**src/rtl/object_layer_arbiter.sv**
```systemverilog
// object_layer_arbiter
// Shares one 8-bit VGA colour output between NUM_LAYERS object drawers.
// Layer 0 has the highest priority; a layer whose pixel is transparent, or
// which is in the dark half of a hit-flash, lets lower layers or the
// background show through. Each layer runs its own hit-flash sequencer,
// paced by startOfFrame.
module object_layer_arbiter #(
    parameter int              NUM_LAYERS        = 4,
    parameter int              BLINK_FRAMES      = 4,
    parameter int              FLASH_HALVES      = 6,
    parameter logic [7:0]      COLOR_TRANSPARENT = 8'hFF,
    localparam int             IDX_W             = (NUM_LAYERS > 1) ? $clog2(NUM_LAYERS) : 1
) (
    input  logic                         clk,
    input  logic                         resetN,
    input  logic                         startOfFrame,
    input  logic [NUM_LAYERS-1:0][7:0]   layerRGB,
    input  logic [NUM_LAYERS-1:0]        hitPulse,
    input  logic [7:0]                   backgroundRGB,
    output logic [7:0]                   RGBOut,
    output logic                         drawValid,
    output logic [IDX_W-1:0]             drawLayerIdx,
    output logic [NUM_LAYERS-1:0]        flashActive
);

    // Counters compare against the last index of each phase, so they never wrap.
    localparam logic [7:0] LAST_FRAME = 8'(BLINK_FRAMES - 1);
    localparam logic [7:0] LAST_HALF  = 8'(FLASH_HALVES - 1);

    typedef enum logic [1:0] {
        IDLE      = 2'd0,
        FLASH_OFF = 2'd1,
        FLASH_ON  = 2'd2
    } layerState_t;

    layerState_t            r_state    [NUM_LAYERS];
    logic [7:0]             r_frameCnt [NUM_LAYERS];
    logic [7:0]             r_halfCnt  [NUM_LAYERS];

    logic [NUM_LAYERS-1:0]  w_visible;
    logic                   w_winFound;
    logic [IDX_W-1:0]       w_winIdx;
    logic [7:0]             w_winRGB;

    // Per-layer flash sequencer: a hit always restarts the flash dark; frames are counted only while flashing.
    always_ff @(posedge clk or negedge resetN) begin
        if (!resetN) begin
            for (int i = 0; i < NUM_LAYERS; i++) begin
                r_state[i]    <= IDLE;
                r_frameCnt[i] <= 8'd0;
                r_halfCnt[i]  <= 8'd0;
            end
        end else begin
            for (int i = 0; i < NUM_LAYERS; i++) begin
                if (hitPulse[i]) begin
                    r_state[i]    <= FLASH_OFF;
                    r_frameCnt[i] <= 8'd0;
                    r_halfCnt[i]  <= 8'd0;
                end else if (startOfFrame && (r_state[i] != IDLE)) begin
                    if (r_frameCnt[i] == LAST_FRAME) begin
                        r_frameCnt[i] <= 8'd0;
                        r_halfCnt[i]  <= r_halfCnt[i] + 8'd1;
                        if (r_halfCnt[i] == LAST_HALF) begin
                            r_state[i] <= IDLE;
                        end else if (r_state[i] == FLASH_OFF) begin
                            r_state[i] <= FLASH_ON;
                        end else begin
                            r_state[i] <= FLASH_OFF;
                        end
                    end else begin
                        r_frameCnt[i] <= r_frameCnt[i] + 8'd1;
                    end
                end
            end
        end
    end

    // Decode each layer's state into visibility and flash-in-progress flags.
    always_comb begin
        w_visible   = '0;
        flashActive = '0;
        for (int i = 0; i < NUM_LAYERS; i++) begin
            w_visible[i]   = (r_state[i] != FLASH_OFF);
            flashActive[i] = (r_state[i] != IDLE);
        end
    end

    // Priority search: scanning from the lowest priority upward lets the lowest drawn index overwrite the rest.
    always_comb begin
        w_winFound = 1'b0;
        w_winIdx   = '0;
        w_winRGB   = backgroundRGB;
        for (int i = NUM_LAYERS - 1; i >= 0; i--) begin
            if (w_visible[i] && (layerRGB[i] != COLOR_TRANSPARENT)) begin
                w_winFound = 1'b1;
                w_winIdx   = IDX_W'(i);
                w_winRGB   = layerRGB[i];
            end
        end
    end

    // Output register: one clock of latency from the drawer colours to the VGA pixel.
    always_ff @(posedge clk or negedge resetN) begin
        if (!resetN) begin
            RGBOut       <= 8'h00;
            drawValid    <= 1'b0;
            drawLayerIdx <= '0;
        end else begin
            RGBOut       <= w_winRGB;
            drawValid    <= w_winFound;
            drawLayerIdx <= w_winIdx;
        end
    end

endmodule

```
**config.mk**
```make
export PLATFORM = sky130hd
export DESIGN_NAME = object_layer_arbiter
export DESIGN_NICKNAME = d
export VERILOG_FILES = /design/src/rtl/object_layer_arbiter.sv
export SDC_FILE = /design/constraint.sdc
export NUM_CORES = 1
export LEC_CHECK = 0
export ABC_AREA = 0
export BUFFER_PORTS_ARGS = -buffer_cell sky130_fd_sc_hd__buf_2
export CAP_MARGIN = 20
export CORE_AREA = 2 2 92 94
export DETAILED_ROUTE_END_ITERATION = 10
export DIE_AREA = 0 0 94 96
export PLACE_DENSITY = 0.79
export SKIP_CTS_REPAIR_TIMING = 1
export SLEW_MARGIN = 40
export SYNTH_ARGS = -nofsm -noshare
export SYNTH_HDL_FRONTEND = slang
export SYNTH_SLANG_ARGS = --single-unit
```
**constraint.sdc**
```tcl
create_clock -name clk -period 2.3 [get_ports clk]
set_input_delay 0.23 -clock clk [delete_from_list [all_inputs] [get_ports clk]]
set_output_delay 0.23 -clock clk [all_outputs]
set_load 0.005 [all_outputs]
```
# Word level (Yosys, flattened, before mapping)
# Cells that the tools add are included.
[totals]
regBits = 83
input_bits = 47
output_inout_bits = 15
elab_cells = 123
[op_classes]
add_sub_neg = 8
eq_ne = 20
muxes = 56
n_reduce_logical = 24
[op_table]
columns = ["cell", "count"]
rows = [
  ["$mux 8", 28],
  ["$add 8x1->8 const B", 8],
  ["$mux 2", 24],
  ["$eq 8x2->1 const B", 4],
  ["$eq 8x3->1 const B", 4],
  ["$ne 8x8->1 const B", 4],
  ["$reduce_bool 2->1", 12],
  ["$eq 2x1->1 const B", 4],
  ["$logic_and 1x1->1", 8],
  ["$ne 2x1->1 const B", 4],
  ["$reduce_and 2->1", 4],
  ["$mux 1", 4],
]

# Longest topological paths before layout
# Gate-level depths: netlist of the first run.
[depth]
ltp_word = 6
ltp_mapped = 7
depth_no_buf = 6

# Least setup slack after synthesis of the first run
# Ideal clock, no wire load.
[synth_timing]
path_kind = "reg2reg"
start = "register r_frameCnt[24] (netlist name)"
end = "register r_halfCnt[31] (netlist name)"
arrival_ns = 1.839
slack_ns = 0.329
stages_incl_launch_ff = 7
path_buffers = 0
cell_sequence = "dfrtp_1 -> ha_1 -> or3b_2 -> o31a_1 -> nor4_4 -> xnor2_1 -> nor2_1"
[synth_between]
elab_chain_len = 3
[synth_rtl]
columns = ["item", "line", "rtl"]
rows = [
  ["start: declaration", "37", "logic [7:0] r_frameCnt [NUM_LAYERS];"],
  ["start signal: indexed assignment", "71", "r_frameCnt[i] <= r_frameCnt[i] + 8'd1;"],
  ["$eq 8x2->1", "60", "if (r_frameCnt[i] == LAST_FRAME) begin"],
  ["$reduce_bool 2->1 (no line)", "--", ""],
  ["$reduce_and 2->1 (no line)", "--", ""],
  ["end signal: indexed assignment", "62", "r_halfCnt[i] <= r_halfCnt[i] + 8'd1;"],
  ["end: declaration", "38", "logic [7:0] r_halfCnt [NUM_LAYERS];"],
]
# No other way between the ends.
# A chain may end at the register's enable or synchronous reset.

# Final worst setup path of the first run
[layout_timing]
start = "register r_frameCnt[25] (netlist name)"
end = "register r_halfCnt[31] (netlist name)"
# Same word-level chain as after synthesis.

==> impl_summary.log, run 1 <==
[metrics] run status: finished, final reports clean
[metrics] root cell of the clock tree: sky130_fd_sc_hd__clkbuf_8
[metrics] number of rows created at floorplan: 33
[metrics] category of the critical setup timing path: reg2reg
[metrics] via count of the first global-routing pass: 3796
[metrics] share of cells above drive strength 1: 18.5%
[metrics] number of pins exceeding their max-slew limit in the final report: 0
[metrics] worst setup slack before clock tree synthesis: 0.217 ns
[metrics] total I/O pin count: 62
[metrics] number of buffers created by CTS: 9
[metrics] Final ANT Viol Nets: 0
[metrics] Fin. Hold Viols: 0
[metrics] biggest area consumer among synthesized cells: sky130_fd_sc_hd__dfrtp_1
[metrics] worst vdd ir: 321 uV
[metrics] gpl congestion: 0.847
[metrics] Max-cap violations: 0
[metrics] wire length of the first global-routing pass: 17900 um
[metrics] Fmax achieved: 479 MHz
[metrics] Ys Warns: 0
[metrics] clock-pin slew reported for the worst setup and hold paths after clock tree synthesis: 0.08 ns
[metrics] pwr/cell area: 643 mW/mm2
[metrics] setup repair after global routing missed its margin: false
[metrics] final cell count without fillers: 651
[metrics] total number of vias: 3877
[metrics] top cell type's share of synthesized area: 45.5%
[metrics] top cells by area, synth: sky130_fd_sc_hd__dfrtp_1 46%, sky130_fd_sc_hd__nor2_1 6.0%, sky130_fd_sc_hd__xor2_1 4.8%
[metrics] TNS Setup: 0 ns
[metrics] part of the total power dissipated in sequential elements: 50.0%
[metrics] CTS sink count: 83
[metrics] TritonRoute pass-1 iters: 5
[metrics] Slew Limit Headroom: 55.9%
[metrics] maximum count of clock buffers along a single path: 2
[metrics] max layer used: met4
[metrics] number of library cell types mapped by synthesis: 56
[metrics] drt first-iter violations: 152
[metrics] final worst path period share: 90.8%
[metrics] switching power as a share of total power: 31.4%
[metrics] post-detailed-route wirelength per cell: 16.7 um
[metrics] asr flop ratio synth: 100%
[metrics] final setup violation count: 0
[metrics] CTS tree: done
[metrics] DRC viols: 0
[metrics] Clk pwr share: 28.4%
[metrics] number of flops mapped to enable cells by yosys: 0
[metrics] final period demand of the worst path: 2.09 ns
[metrics] routed length on met1: 4980 um
[metrics] cell count after placement: 635
[metrics] dominant cell by count in the synthesized netlist: sky130_fd_sc_hd__dfrtp_1
[metrics] count of port buffers added during placement: 61
[metrics] cell count after synthesis: 475
[metrics] largest net degree at the start of global routing: 52
[metrics] Area Growth Syn to Fin: 13.8%
[metrics] top_reg_cell synth: sky130_fd_sc_hd__dfrtp_1
[metrics] combinational fraction of design power: 21.6%
[metrics] n_diodes: 0
[metrics] via density per instance: 5.96
[metrics] horizontal die dimension: 94 um
[metrics] Post-Syn Area: 0.00456 mm2
[metrics] arrival time reported for the critical path endpoint: 2.34 ns
[metrics] hpwl dp: 7970 um
[metrics] later-pin clock latency in the skew report: 0.37 ns
[metrics] sequential area share after synthesis: 45.5%
[metrics] number of synthesized register bits: 83
[metrics] die area: 0.00902 mm2
[metrics] chip height: 96 um
[metrics] met2 routed WL: 5150 um
[metrics] Cell Area, Placed: 0.00502 mm2
[metrics] worst-margin pin slew: 0.658 ns
[metrics] CP Max Fanout: 5
[metrics] final cell area excluding filler cells: 0.00520 mm2
[metrics] fin worst setup slack: 0.211 ns
[metrics] detailed-route wire length: 10800 um
[metrics] syn_area_per_cell: 9.61 um2
[metrics] net count of the finished layout: 601
[metrics] required time worst endpoint: 2.55 ns
[metrics] critical path endpoint category: flop
[metrics] startpoint kind of the worst setup timing path: flop
[metrics] antenna violations before repair: 0
[metrics] amount of wire on met3 after detailed routing: 561 um
[metrics] switching power total: 1050 uW
[metrics] number of nets in the synthesized netlist: 534
[metrics] Std-Cell Core Area: 0.00805 mm2
[metrics] Hold Path Class: in2reg
[metrics] clk_skew: 0.0129 ns
[metrics] global-route usage over all layers: 25.6%
[metrics] H-Tree Level Count: 3
[metrics] commonest cells in the netlist: 83 x sky130_fd_sc_hd__dfrtp_1, 73 x sky130_fd_sc_hd__nor2_1, 32 x sky130_fd_sc_hd__nand2_1
[metrics] total gr overflow: 0
[metrics] internal portion of total power: 2290 uW
[metrics] effective utilization at floorplan: 56.7%
[metrics] leakage power total: 0.00230 uW
## power groups by stage
stage / combinational [uW] / clock [uW] / sequential, uW
after floorplan: 430 / 0 / 1670
after global placement: 698 / 0 / 1690
after detailed placement: 719 / 0 / 1700
after CTS: 725 / 961 / 1670
after global routing: 809 / 1030 / 1680
final: 723 / 948 / 1670
## layout by cell type, fill, tap and decap left out, types with 5 or more instances in the layout
cell	instances
sky130_fd_sc_hd__inv_1	8
sky130_fd_sc_hd__o22a_1	8
sky130_fd_sc_hd__clkbuf_8	10
sky130_fd_sc_hd__nand3_1	14
sky130_fd_sc_hd__dfrtp_1	83
sky130_fd_sc_hd__nor4_1	5
sky130_fd_sc_hd__xor2_1	25
sky130_fd_sc_hd__nand2b_1	9
sky130_fd_sc_hd__nor2b_1	5
sky130_fd_sc_hd__o21ai_0	28
sky130_fd_sc_hd__xnor2_1	9
sky130_fd_sc_hd__or2_2	5
sky130_fd_sc_hd__a21oi_1	12
sky130_fd_sc_hd__ha_1	12
sky130_fd_sc_hd__buf_2	60
sky130_fd_sc_hd__nand2_1	32
sky130_fd_sc_hd__mux2i_1	8
sky130_fd_sc_hd__and3_1	9
sky130_fd_sc_hd__or3_1	9
sky130_fd_sc_hd__a221oi_1	8
sky130_fd_sc_hd__and4_1	5
sky130_fd_sc_hd__a41oi_1	8
sky130_fd_sc_hd__buf_4	7
sky130_fd_sc_hd__nand4_1	24
sky130_fd_sc_hd__nor2_1	73
## metrics by stage
step                      power, uW  utilization [%]  hold WS (ns)
after floorplan                2100                -       -0.0656
after global placement         2380             62.3         0.203
after detailed placement       2410             62.3         0.205
after CTS                      3350             64.4        -0.187
after global routing           3520             64.5         0.165
final                          3340             64.5         0.166
## worst paths after layout
check / from / endpoint / slack (ns) / cells after the start
max reg2reg: r_frameCnt[25] / r_halfCnt[31] / 0.21 / 6
min in group asynchronous: resetN / r_halfCnt[6] / 0.34 / 2
min reg2reg: r_frameCnt[30] / r_frameCnt[30] / 0.55 / 1
max: r_frameCnt[25] / r_halfCnt[31] / 0.21 / 6
max in group asynchronous: resetN / r_state[4] / 1.32 / 3
min: layerRGB[1] / RGBOut[1] / 0.17 / 3
## kinds of logic (layout without fill, tap and decap cells)
kind of cell	after synthesis	after routing	share of synthesized area (%)
buffers and inverters	21	92	1.75
DFF	83	83	45.5
muxes	10	10	2.25
xor gates and xnor gates	34	34	6.52
and+or+nand+nor	215	215	24.9
adders and majority gates	12	12	3.29
AOI/OAI and AO/OA	100	100	15.8
## sequential cells by signal, indices dropped and copies added, names as in the netlist
name / flops
RGBOut: 8
drawLayerIdx: 2
drawValid: 1
r_frameCnt: 32
r_halfCnt: 32
r_state: 8
## critical path: stages (launching register included)
cell and delay (ns):
sky130_fd_sc_hd__dfrtp_1 0.40, sky130_fd_sc_hd__ha_1 0.21, sky130_fd_sc_hd__or3b_2 0.52, sky130_fd_sc_hd__o31a_1 0.34
sky130_fd_sc_hd__nor4_4 0.31, sky130_fd_sc_hd__xnor2_1 0.14, sky130_fd_sc_hd__nor2_1 0.05
## routing by layer
layer | track usage (%) | up-vias
met2 | 41.3 | 96
met1 | 34.4 | 1891
met5 | 0 | -
li1 | - | 1879
met3 | 5.56 | 11
met4 | 8.94 | 0
## final cells by class
cell class | instances | area, um2
fill | 673 | 2860
multi-input combinational | 371 | 2410
sequential | 83 | 2080
timing repair buffer | 69 | 383
clock buffer | 10 | 138
tap | 105 | 131
clock inverter | 5 | 30.0
inverter | 8 | 30.0
(Power assumes the default switching activity.)
==> run 2: changes to the inputs <==
--- a/config.mk
+++ b/config.mk
@@ -11,6 +11,7 @@
 export CORE_AREA = 2 2 92 94
 export DETAILED_ROUTE_END_ITERATION = 10
 export DIE_AREA = 0 0 94 96
+export GPL_TIMING_DRIVEN = 0
 export PLACE_DENSITY = 0.79
 export SKIP_CTS_REPAIR_TIMING = 1
 export SLEW_MARGIN = 40
==> run 2 against run 1 <==
Against the previous run: cell area grew 1.2%; power grew 6.4%; combinational power is essentially flat; first-iteration DRC count grew 21%; sequential share of layout area shrank 0.47 points; final cell count grew 0.77%; clock-buffer cell count grew 1.
==> impl_summary.log, run 2 (synthesis results as in run 1) <==
[metrics] run status: finished, final reports clean
[metrics] post-detailed-route wirelength per cell: 16.3 um (-1.9%)
[metrics] pwr/cell area: 676 mW/mm2 (+5.2%)
[metrics] drt first-iter violations: 184 (+21%)
[metrics] gpl congestion: 0.828 (-2.2%)
[metrics] chip height: 96 um (unchanged)
[metrics] worst-margin pin slew: 0.708 ns (+0.0499 ns)
[metrics] Fin. Hold Viols: 0 (unchanged)
[metrics] start point of the worst min-delay path: layerRGB[3]
[metrics] maximum count of clock buffers along a single path: 2 (unchanged)
[metrics] slack of the worst reg-to-reg path: 0.16 ns (-0.05 ns)
[metrics] required time worst endpoint: 2.52 ns (-0.03 ns)
[metrics] worst vdd ir: 498 uV (+55%)
[metrics] Final ANT Viol Nets: 0 (unchanged)
[metrics] final setup violation count: 0 (unchanged)
[metrics] effective utilization at floorplan: 56.7% (unchanged)
[metrics] antenna violations before repair: 0 (unchanged)
[metrics] Layout fillers: 629 (-6.5%)
[metrics] Area Growth Syn to Fin: 15.2%
[metrics] detailed-route wire length: 10700 um (-1.1%)
[metrics] CTS tree: done
[metrics] Max-cap violations: 0 (unchanged)
[metrics] startpoint kind of the worst setup timing path: flop
[metrics] H-Tree Level Count: 3 (unchanged)
[metrics] clock-pin slew reported for the worst setup and hold paths after clock tree synthesis: 0.09 ns (about the same)
[metrics] setup repair after global routing missed its margin: false
[metrics] count of port buffers added during placement: 59 (-3.3%)
[metrics] final cell area excluding filler cells: 0.00526 mm2 (+1.2%)
[metrics] start of the worst register-to-register path: r_frameCnt[24]
[metrics] hpwl dp: 7870 um (-1.3%)
[metrics] n_diodes: 0 (unchanged)
[metrics] Slew Limit Headroom: 52.5% (-3.4 points)
[metrics] internal portion of total power: 2520 uW (+9.7%)
[metrics] clk_skew: 0.0121 ns (-0.000821 ns)
[metrics] most common library cell in the layout ignoring fill and taps: sky130_fd_sc_hd__dfrtp_1
[metrics] DRC viols: 0 (unchanged)
[metrics] combinational fraction of design power: 20.3% (-1.3 points)
[metrics] total gr overflow: 0 (unchanged)
[metrics] Clk pwr share: 32.8% (+4.4 points)
[metrics] Hold Path Class: in2reg
[metrics] Fmax achieved: 467 MHz (-2.5%)
[metrics] leakage power total: 0.00230 uW (+0.25%)
[metrics] TNS Setup: 0 ns (unchanged)
[metrics] total I/O pin count: 62 (unchanged)
[metrics] category of the critical setup timing path: reg2reg
[metrics] largest net degree at the start of global routing: 49 (-5.8%)
[metrics] number of rows created at floorplan: 33 (unchanged)
[metrics] net count of the finished layout: 606 (+0.83%)
[metrics] commonest cells after routing, fill and taps aside: 83 x sky130_fd_sc_hd__dfrtp_1, 73 x sky130_fd_sc_hd__nor2_1, 59 x sky130_fd_sc_hd__buf_2
[metrics] root cell of the clock tree: sky130_fd_sc_hd__clkbuf_8
[metrics] r2r endpoint: r_halfCnt[31]
[metrics] post-route core utilization: 65.3% (+0.76 points)
[metrics] via density per instance: 5.96 (about the same)
[metrics] Cell Area, Placed: 0.00502 mm2 (+0.12%)
[metrics] number of buffers created by CTS: 9 (unchanged)
[metrics] TritonRoute pass-1 iters: 5 (unchanged)
[metrics] wire length of the first global-routing pass: 17800 um (-0.23%)
[metrics] Std-Cell Core Area: 0.00805 mm2 (unchanged)
[metrics] end point of the critical path: r_halfCnt[31]
[metrics] hold_ws: 0.195 ns (+0.0293 ns)
[metrics] switching power as a share of total power: 29.3% (-2.1 points)
[metrics] arrival time reported for the critical path endpoint: 2.37 ns (+0.03 ns)
[metrics] die area: 0.00902 mm2 (unchanged)
[metrics] total number of vias: 3907 (+0.77%)
[metrics] share of cells above drive strength 1: 17.1% (-1.4 points)
[metrics] later-pin clock latency in the skew report: 0.35 ns (-0.02 ns)
[metrics] source of the critical timing path: r_frameCnt[24]
[metrics] biggest regs: r_frameCnt (32), r_halfCnt (32)
[metrics] via count of the first global-routing pass: 3825 (+0.76%)
[metrics] part of the total power dissipated in sequential elements: 47.0% (-3.0 points)
[metrics] worst r2r path cells: 6 (unchanged)
[metrics] final period demand of the worst path: 2.14 ns (+0.0536 ns)
[metrics] horizontal die dimension: 94 um (unchanged)
[metrics] critical path endpoint category: flop
[metrics] CTS sink count: 83 (unchanged)
[metrics] global-route usage over all layers: 25.2% (-0.37 points)
[metrics] final worst path period share: 93.1% (+2.3 points)
[metrics] switching power total: 1040 uW (-0.84%)
[metrics] number of pins exceeding their max-slew limit in the final report: 0 (unchanged)
[metrics] CP Max Fanout: 5 (unchanged)
## run 2: worst min path at each step
stage          cells past startpoint             end
6_report                           3       RGBOut[3]
4_1_cts                            1   r_frameCnt[2]
3_3_place_gp                       1  r_frameCnt[16]
2_1_floorplan                      0       RGBOut[0]
3_5_place_dp                       1   r_frameCnt[2]
5_1_grt                            3       RGBOut[3]
## run 2: cell type report
| cell class | count | area (um2) | area share, % |
|---|---|---|---|
| Sequential cell | 83 | 2080 | 39.5 |
| Inverter | 8 | 30.0 | 0.571 |
| Clock buffer | 11 | 141 | 2.69 |
| Clock inverter | 4 | 75.1 | 1.43 |
| Tap cell | 105 | 131 | 2.50 |
| Buffer | 13 | 50.0 | 0.952 |
| Timing Repair Buffer | 61 | 339 | 6.45 |
| Multi-Input combinational cell | 371 | 2410 | 45.9 |
## run 2: power groups by stage
| stage | Sequential (uW) | Clock (uW) | Combinational, uW |
|---|---|---|---|
| 2_1_floorplan | 1670 | 0 | 430 |
| 3_3_place_gp | 1690 | 0 | 679 |
| 3_5_place_dp | 1690 | 0 | 714 |
| 4_1_cts | 1670 | 1180 | 716 |
| 5_1_grt | 1680 | 1250 | 807 |
| 6_report | 1670 | 1170 | 720 |
## run 2: worst max-delay path: stages (launching register included)
cell and delay (ns):
sky130_fd_sc_hd__dfrtp_1 0.41, sky130_fd_sc_hd__ha_1 0.22, sky130_fd_sc_hd__or3b_2 0.52, sky130_fd_sc_hd__o31a_1 0.36
sky130_fd_sc_hd__nor4_4 0.31, sky130_fd_sc_hd__xnor2_1 0.15, sky130_fd_sc_hd__nor2_1 0.05
## run 2: per-stage QoR
step                setup slack (ns)  instances  power (uW)
finish                         0.158        656        3560
global route                 0.00222        656        3740
CTS                            0.154        655        3570
detailed placement             0.178        640        2410
global placement               0.193        639        2370
floorplan                      0.329        475        2100
## run 2: routing by layer
metal	global-route usage, %	wire length, um	vias to the layer above	share of wire (%)
met3	3.60	514	21	4.8
met5	0	0	-	0
met2	40.3	4990	128	47
met4	10.0	225	0	2.1
li1	-	-	1885	-
met1	34.9	4980	1873	47
==> run 3: changes to the inputs <==
--- a/config.mk
+++ b/config.mk
@@ -5,14 +5,14 @@
 export SDC_FILE = /design/constraint.sdc
 export NUM_CORES = 1
 export LEC_CHECK = 0
-export ABC_AREA = 0
+export ABC_AREA = 1
 export BUFFER_PORTS_ARGS = -buffer_cell sky130_fd_sc_hd__buf_2
 export CAP_MARGIN = 20
-export CORE_AREA = 2 2 92 94
+export CORE_AREA = 2 2 95 97
 export DETAILED_ROUTE_END_ITERATION = 10
-export DIE_AREA = 0 0 94 96
+export DIE_AREA = 0 0 97 99
 export GPL_TIMING_DRIVEN = 0
-export PLACE_DENSITY = 0.79
+export PLACE_DENSITY = 0.8
 export SKIP_CTS_REPAIR_TIMING = 1
 export SLEW_MARGIN = 40
 export SYNTH_ARGS = -nofsm -noshare
==> run 3 against run 2 <==
Against the previous run: clock skew is 0.0032 ns higher; core utilization is 0.27 points higher; sequential cell count stayed put; setup slack better by 0.61 ns; register-to-register slack better by 0.61 ns; cell area is 6.6% higher; worst hold slack worse by 0.010 ns; critical path type unchanged; critical endpoint is now r_state[1]; largest cell class unchanged; largest power group unchanged; highest routed layer is now met5.
==> impl_summary.log, run 3 <==
[metrics] worst vdd ir: 366 uV (-27%)
[metrics] Hold Path Class: in2reg
[metrics] arrival time reported for the critical path endpoint: 1.75 ns (-0.62 ns)
[metrics] final worst path period share: 66.7% (-26 points)
[metrics] combined area of the multi-input logic cells: 0.00251 mm2 (+3.9%)
[metrics] total I/O pin count: 62 (unchanged)
[metrics] asr flop ratio synth: 100% (unchanged)
[metrics] switching power total: 1050 uW (+0.96%)
[metrics] top_reg_cell synth: sky130_fd_sc_hd__dfrtp_1
[metrics] met2 track utilization from global routing: 43.9% (+3.6 points)
[metrics] number of flops mapped to enable cells by yosys: 0 (unchanged)
[metrics] commonest cells after routing, fill and taps aside: 163 x sky130_fd_sc_hd__nand2_1, 110 x sky130_fd_sc_hd__nor2_1, 83 x sky130_fd_sc_hd__dfrtp_1
[metrics] net count of the finished layout: 801 (+32%)
[metrics] H-Tree Level Count: 3 (unchanged)
[metrics] top cell type's share of synthesized area: 42.0% (-3.5 points)
[metrics] detailed-route wire length: 11600 um (+8.1%)
[metrics] syn_area_per_cell: 7.38 um2 (-23%)
[metrics] biggest regs: r_frameCnt (32), r_halfCnt (32)
[metrics] run status: finished, final reports clean
[metrics] CP Max Fanout: 8 (+3)
[metrics] category of the critical setup timing path: reg2reg
[metrics] number of library cell types mapped by synthesis: 31 (-45%)
[metrics] slack of the worst reg-to-reg path: 0.77 ns (+0.61 ns)
[metrics] DRC viols: 0 (unchanged)
[metrics] global-route usage over all layers: 25.7% (+0.47 points)
[metrics] via density per instance: 5.43 (-8.9%)
[metrics] CTS sink count: 83 (unchanged)
[metrics] met3 demand-to-capacity share in global routing: 6.60% (+3.0 points)
[metrics] top cells by area, synth: sky130_fd_sc_hd__dfrtp_1 42%, sky130_fd_sc_hd__nand2_1 12%, sky130_fd_sc_hd__nor2_1 8.3%
[metrics] worst setup slack before clock tree synthesis: 0.795 ns (+0.617 ns)
[metrics] wire length of the first global-routing pass: 20000 um (+12%)
[metrics] Post-Syn Area: 0.00495 mm2 (+8.4%)
[metrics] required time worst endpoint: 2.52 ns (about the same)
[metrics] critical path endpoint category: flop
[metrics] Fmax achieved: 652 MHz (+40%)
[metrics] met1 track demand over resource: 31.1% (-3.8 points)
[metrics] commonest cells in the netlist: 163 x sky130_fd_sc_hd__nand2_1, 110 x sky130_fd_sc_hd__nor2_1, 83 x sky130_fd_sc_hd__dfrtp_1
[metrics] chain of cells forming the critical path: ha_1 -> nand2_1 -> nor2_1 -> nor2_2 -> nor2_4 -> o22ai_1
[metrics] hpwl dp: 8660 um (+10%)
[metrics] via count of the first global-routing pass: 4541 (+19%)
[metrics] clk_skew: 0.0152 ns (+0.00318 ns)
[metrics] drt first-iter violations: 235 (+28%)
[metrics] Fin. Hold Viols: 0 (unchanged)
[metrics] worst-margin pin slew: 0.403 ns (-0.305 ns)
[metrics] cell with the largest stage delay on the worst path: sky130_fd_sc_hd__dfrtp_1
[metrics] biggest area consumer among synthesized cells: sky130_fd_sc_hd__dfrtp_1
[metrics] number of pins exceeding their max-slew limit in the final report: 0 (unchanged)
[metrics] switching power as a share of total power: 30.7% (+1.4 points)
[metrics] startpoint kind of the worst setup timing path: flop
[metrics] antenna violations before repair: 2 (+2)
[metrics] number of buffers created by CTS: 9 (unchanged)
[metrics] Ys Warns: 0 (unchanged)
[metrics] cell count after placement: 838 (+31%)
[metrics] count of port buffers added during placement: 59 (unchanged)
[metrics] fin worst setup slack: 0.766 ns (+0.609 ns)
[metrics] root cell of the clock tree: sky130_fd_sc_hd__clkbuf_8
[metrics] number of synthesized register bits: 83 (unchanged)
[metrics] Layout fillers: 741 (+18%)
[metrics] share of cells above drive strength 1: 15.3% (-1.8 points)
[metrics] clock-pin slew reported for the worst setup and hold paths after clock tree synthesis: 0.09 ns (about the same)
[metrics] effective utilization at floorplan: 57.9% (+1.2 points)
[metrics] final total power: 3430 uW (-3.7%)
[metrics] final cell count without fillers: 854 (+30%)
[metrics] later-pin clock latency in the skew report: 0.36 ns (about the same)
[metrics] die area: 0.00960 mm2 (+6.4%)
[metrics] final setup violation count: 0 (unchanged)
[metrics] leakage power total: 0.00292 uW (+27%)
[metrics] total gr overflow: 0 (unchanged)
[metrics] Clk pwr share: 30.6% (-2.2 points)
[metrics] Register Area: 0.00208 mm2 (unchanged)
[metrics] CP peak stage delay: 0.42 ns (-0.10 ns)
[metrics] largest net degree at the start of global routing: 43 (-12%)
[metrics] TNS Setup: 0 ns (unchanged)
[metrics] pwr/cell area: 611 mW/mm2 (-9.7%)
[metrics] final period demand of the worst path: 1.53 ns (-0.609 ns)
[metrics] total number of vias: 4636 (+19%)
[metrics] setup repair after global routing missed its margin: false
[metrics] combinational fraction of design power: 21.1% (+0.8 points)
[metrics] chip height: 99 um (+3.1%)
[metrics] internal portion of total power: 2380 uW (-5.6%)
[metrics] part of the total power dissipated in sequential elements: 48.2% (+1.2 points)
[metrics] dominant cell by count in the synthesized netlist: sky130_fd_sc_hd__nand2_1
[metrics] Area Growth Syn to Fin: 13.3%
[metrics] number of nets in the synthesized netlist: 729 (+37%)
[metrics] n_diodes: 0 (unchanged)
[metrics] number of rows created at floorplan: 34 (+3.0%)
[metrics] post-detailed-route wirelength per cell: 13.6 um (-17%)
[metrics] CTS tree: done
[metrics] horizontal die dimension: 97 um (+3.2%)
[metrics] maximum count of clock buffers along a single path: 2 (unchanged)
[metrics] sequential area share after synthesis: 42.0% (-3.5 points)
[metrics] Final ANT Viol Nets: 0 (unchanged)
[metrics] gpl congestion: 0.886 (+7.0%)
[metrics] most common library cell in the layout ignoring fill and taps: sky130_fd_sc_hd__nand2_1
[metrics] busiest metal layer after global routing: met2
[metrics] Max-cap violations: 0 (unchanged)
[metrics] cell count after synthesis: 670 (+41%)
[metrics] Std-Cell Core Area: 0.00855 mm2 (+6.2%)
[metrics] TritonRoute pass-1 iters: 5 (unchanged)
[metrics] Slew Limit Headroom: 73.1% (+21 points)
## run 3: cell types whose count changed after synthesis, moves of 10 or more
| cell | previous run | this run |
|---|---|---|
| sky130_fd_sc_hd__clkbuf_1 | 10 | 0 |
| sky130_fd_sc_hd__nand2_1 | 32 | 163 |
| sky130_fd_sc_hd__o22ai_1 | 0 | 12 |
| sky130_fd_sc_hd__nand3_1 | 14 | 68 |
| sky130_fd_sc_hd__nor2_1 | 73 | 110 |
| sky130_fd_sc_hd__o21ai_0 | 28 | 17 |
| sky130_fd_sc_hd__a21oi_1 | 12 | 30 |
| sky130_fd_sc_hd__nand4_1 | 24 | 12 |
| sky130_fd_sc_hd__inv_1 | 8 | 71 |
## run 3: worst max-delay path, delay by kind of cell (launching register included)
family / cells / cell delay [ns]
AO/OA/AOI/OAI: 1 / 0.11
adder cells (fa/ha/maj): 1 / 0.24
flip-flops: 1 / 0.42
AND/OR/NAND/NOR: 4 / 0.63
## run 3: worst paths after layout
path | depth (start not counted) | start | endpoint
max | 6 | r_frameCnt[0] | r_state[1]
min | 2 | hitPulse[3] | r_frameCnt[3]
max reg2reg | 6 | r_frameCnt[0] | r_state[1]
min reg2reg | 2 | r_state[5] | r_state[5]
max in group asynchronous | 3 | resetN | r_state[0]
min in group asynchronous | 2 | resetN | r_halfCnt[19]
## run 3: power by group through the flow
stage	Clock, uW	Sequential (uW)	Combinational [uW]
6_report	1050	1650	724
5_1_grt	1130	1670	810
4_1_cts	1070	1650	725
3_5_place_dp	0	1680	721
3_3_place_gp	0	1680	695
2_1_floorplan	0	1670	429
## run 3: logic make-up after synthesis
family,synth area share [%]
AND/OR/NAND/NOR,33.1
buffers and inverters,7.31
flip-flops,42.0
AO/OA/AOI/OAI,9.18
XOR/XNOR,4.78
adder cells (fa/ha/maj),3.03
multiplexers,0.607
## run 3: stage by stage
stage / hold WS [ns] / util [%] / area [um2]
2_1_floorplan: -0.0656 / - / 4950
3_3_place_gp: 0.464 / 62.9 / 5380
3_5_place_dp: 0.170 / 63.2 / 5400
4_1_cts: -0.212 / 65.5 / 5600
5_1_grt: 0.194 / 65.6 / 5610
6_report: 0.185 / 65.6 / 5610
## run 3: per-layer routing
| metal | up-vias | routed length (um) |
|---|---|---|
| met5 | - | 13 |
| met4 | 2 | 306 |
| met3 | 31 | 794 |
| met2 | 155 | 5660 |
| met1 | 2149 | 4810 |
| li1 | 2299 | - |
## run 3: area by class of cell
| type | count | area share [%] |
|---|---|---|
| inverters | 75 | 5.02 |
| clock inverters | 4 | 0.915 |
| repair buffers | 61 | 5.91 |
| well taps | 108 | 2.41 |
| clock buffers | 11 | 2.52 |
| multi-input cells | 500 | 44.7 |
| plain buffers | 12 | 1.43 |
| flip-flops and latches | 83 | 37.0 |
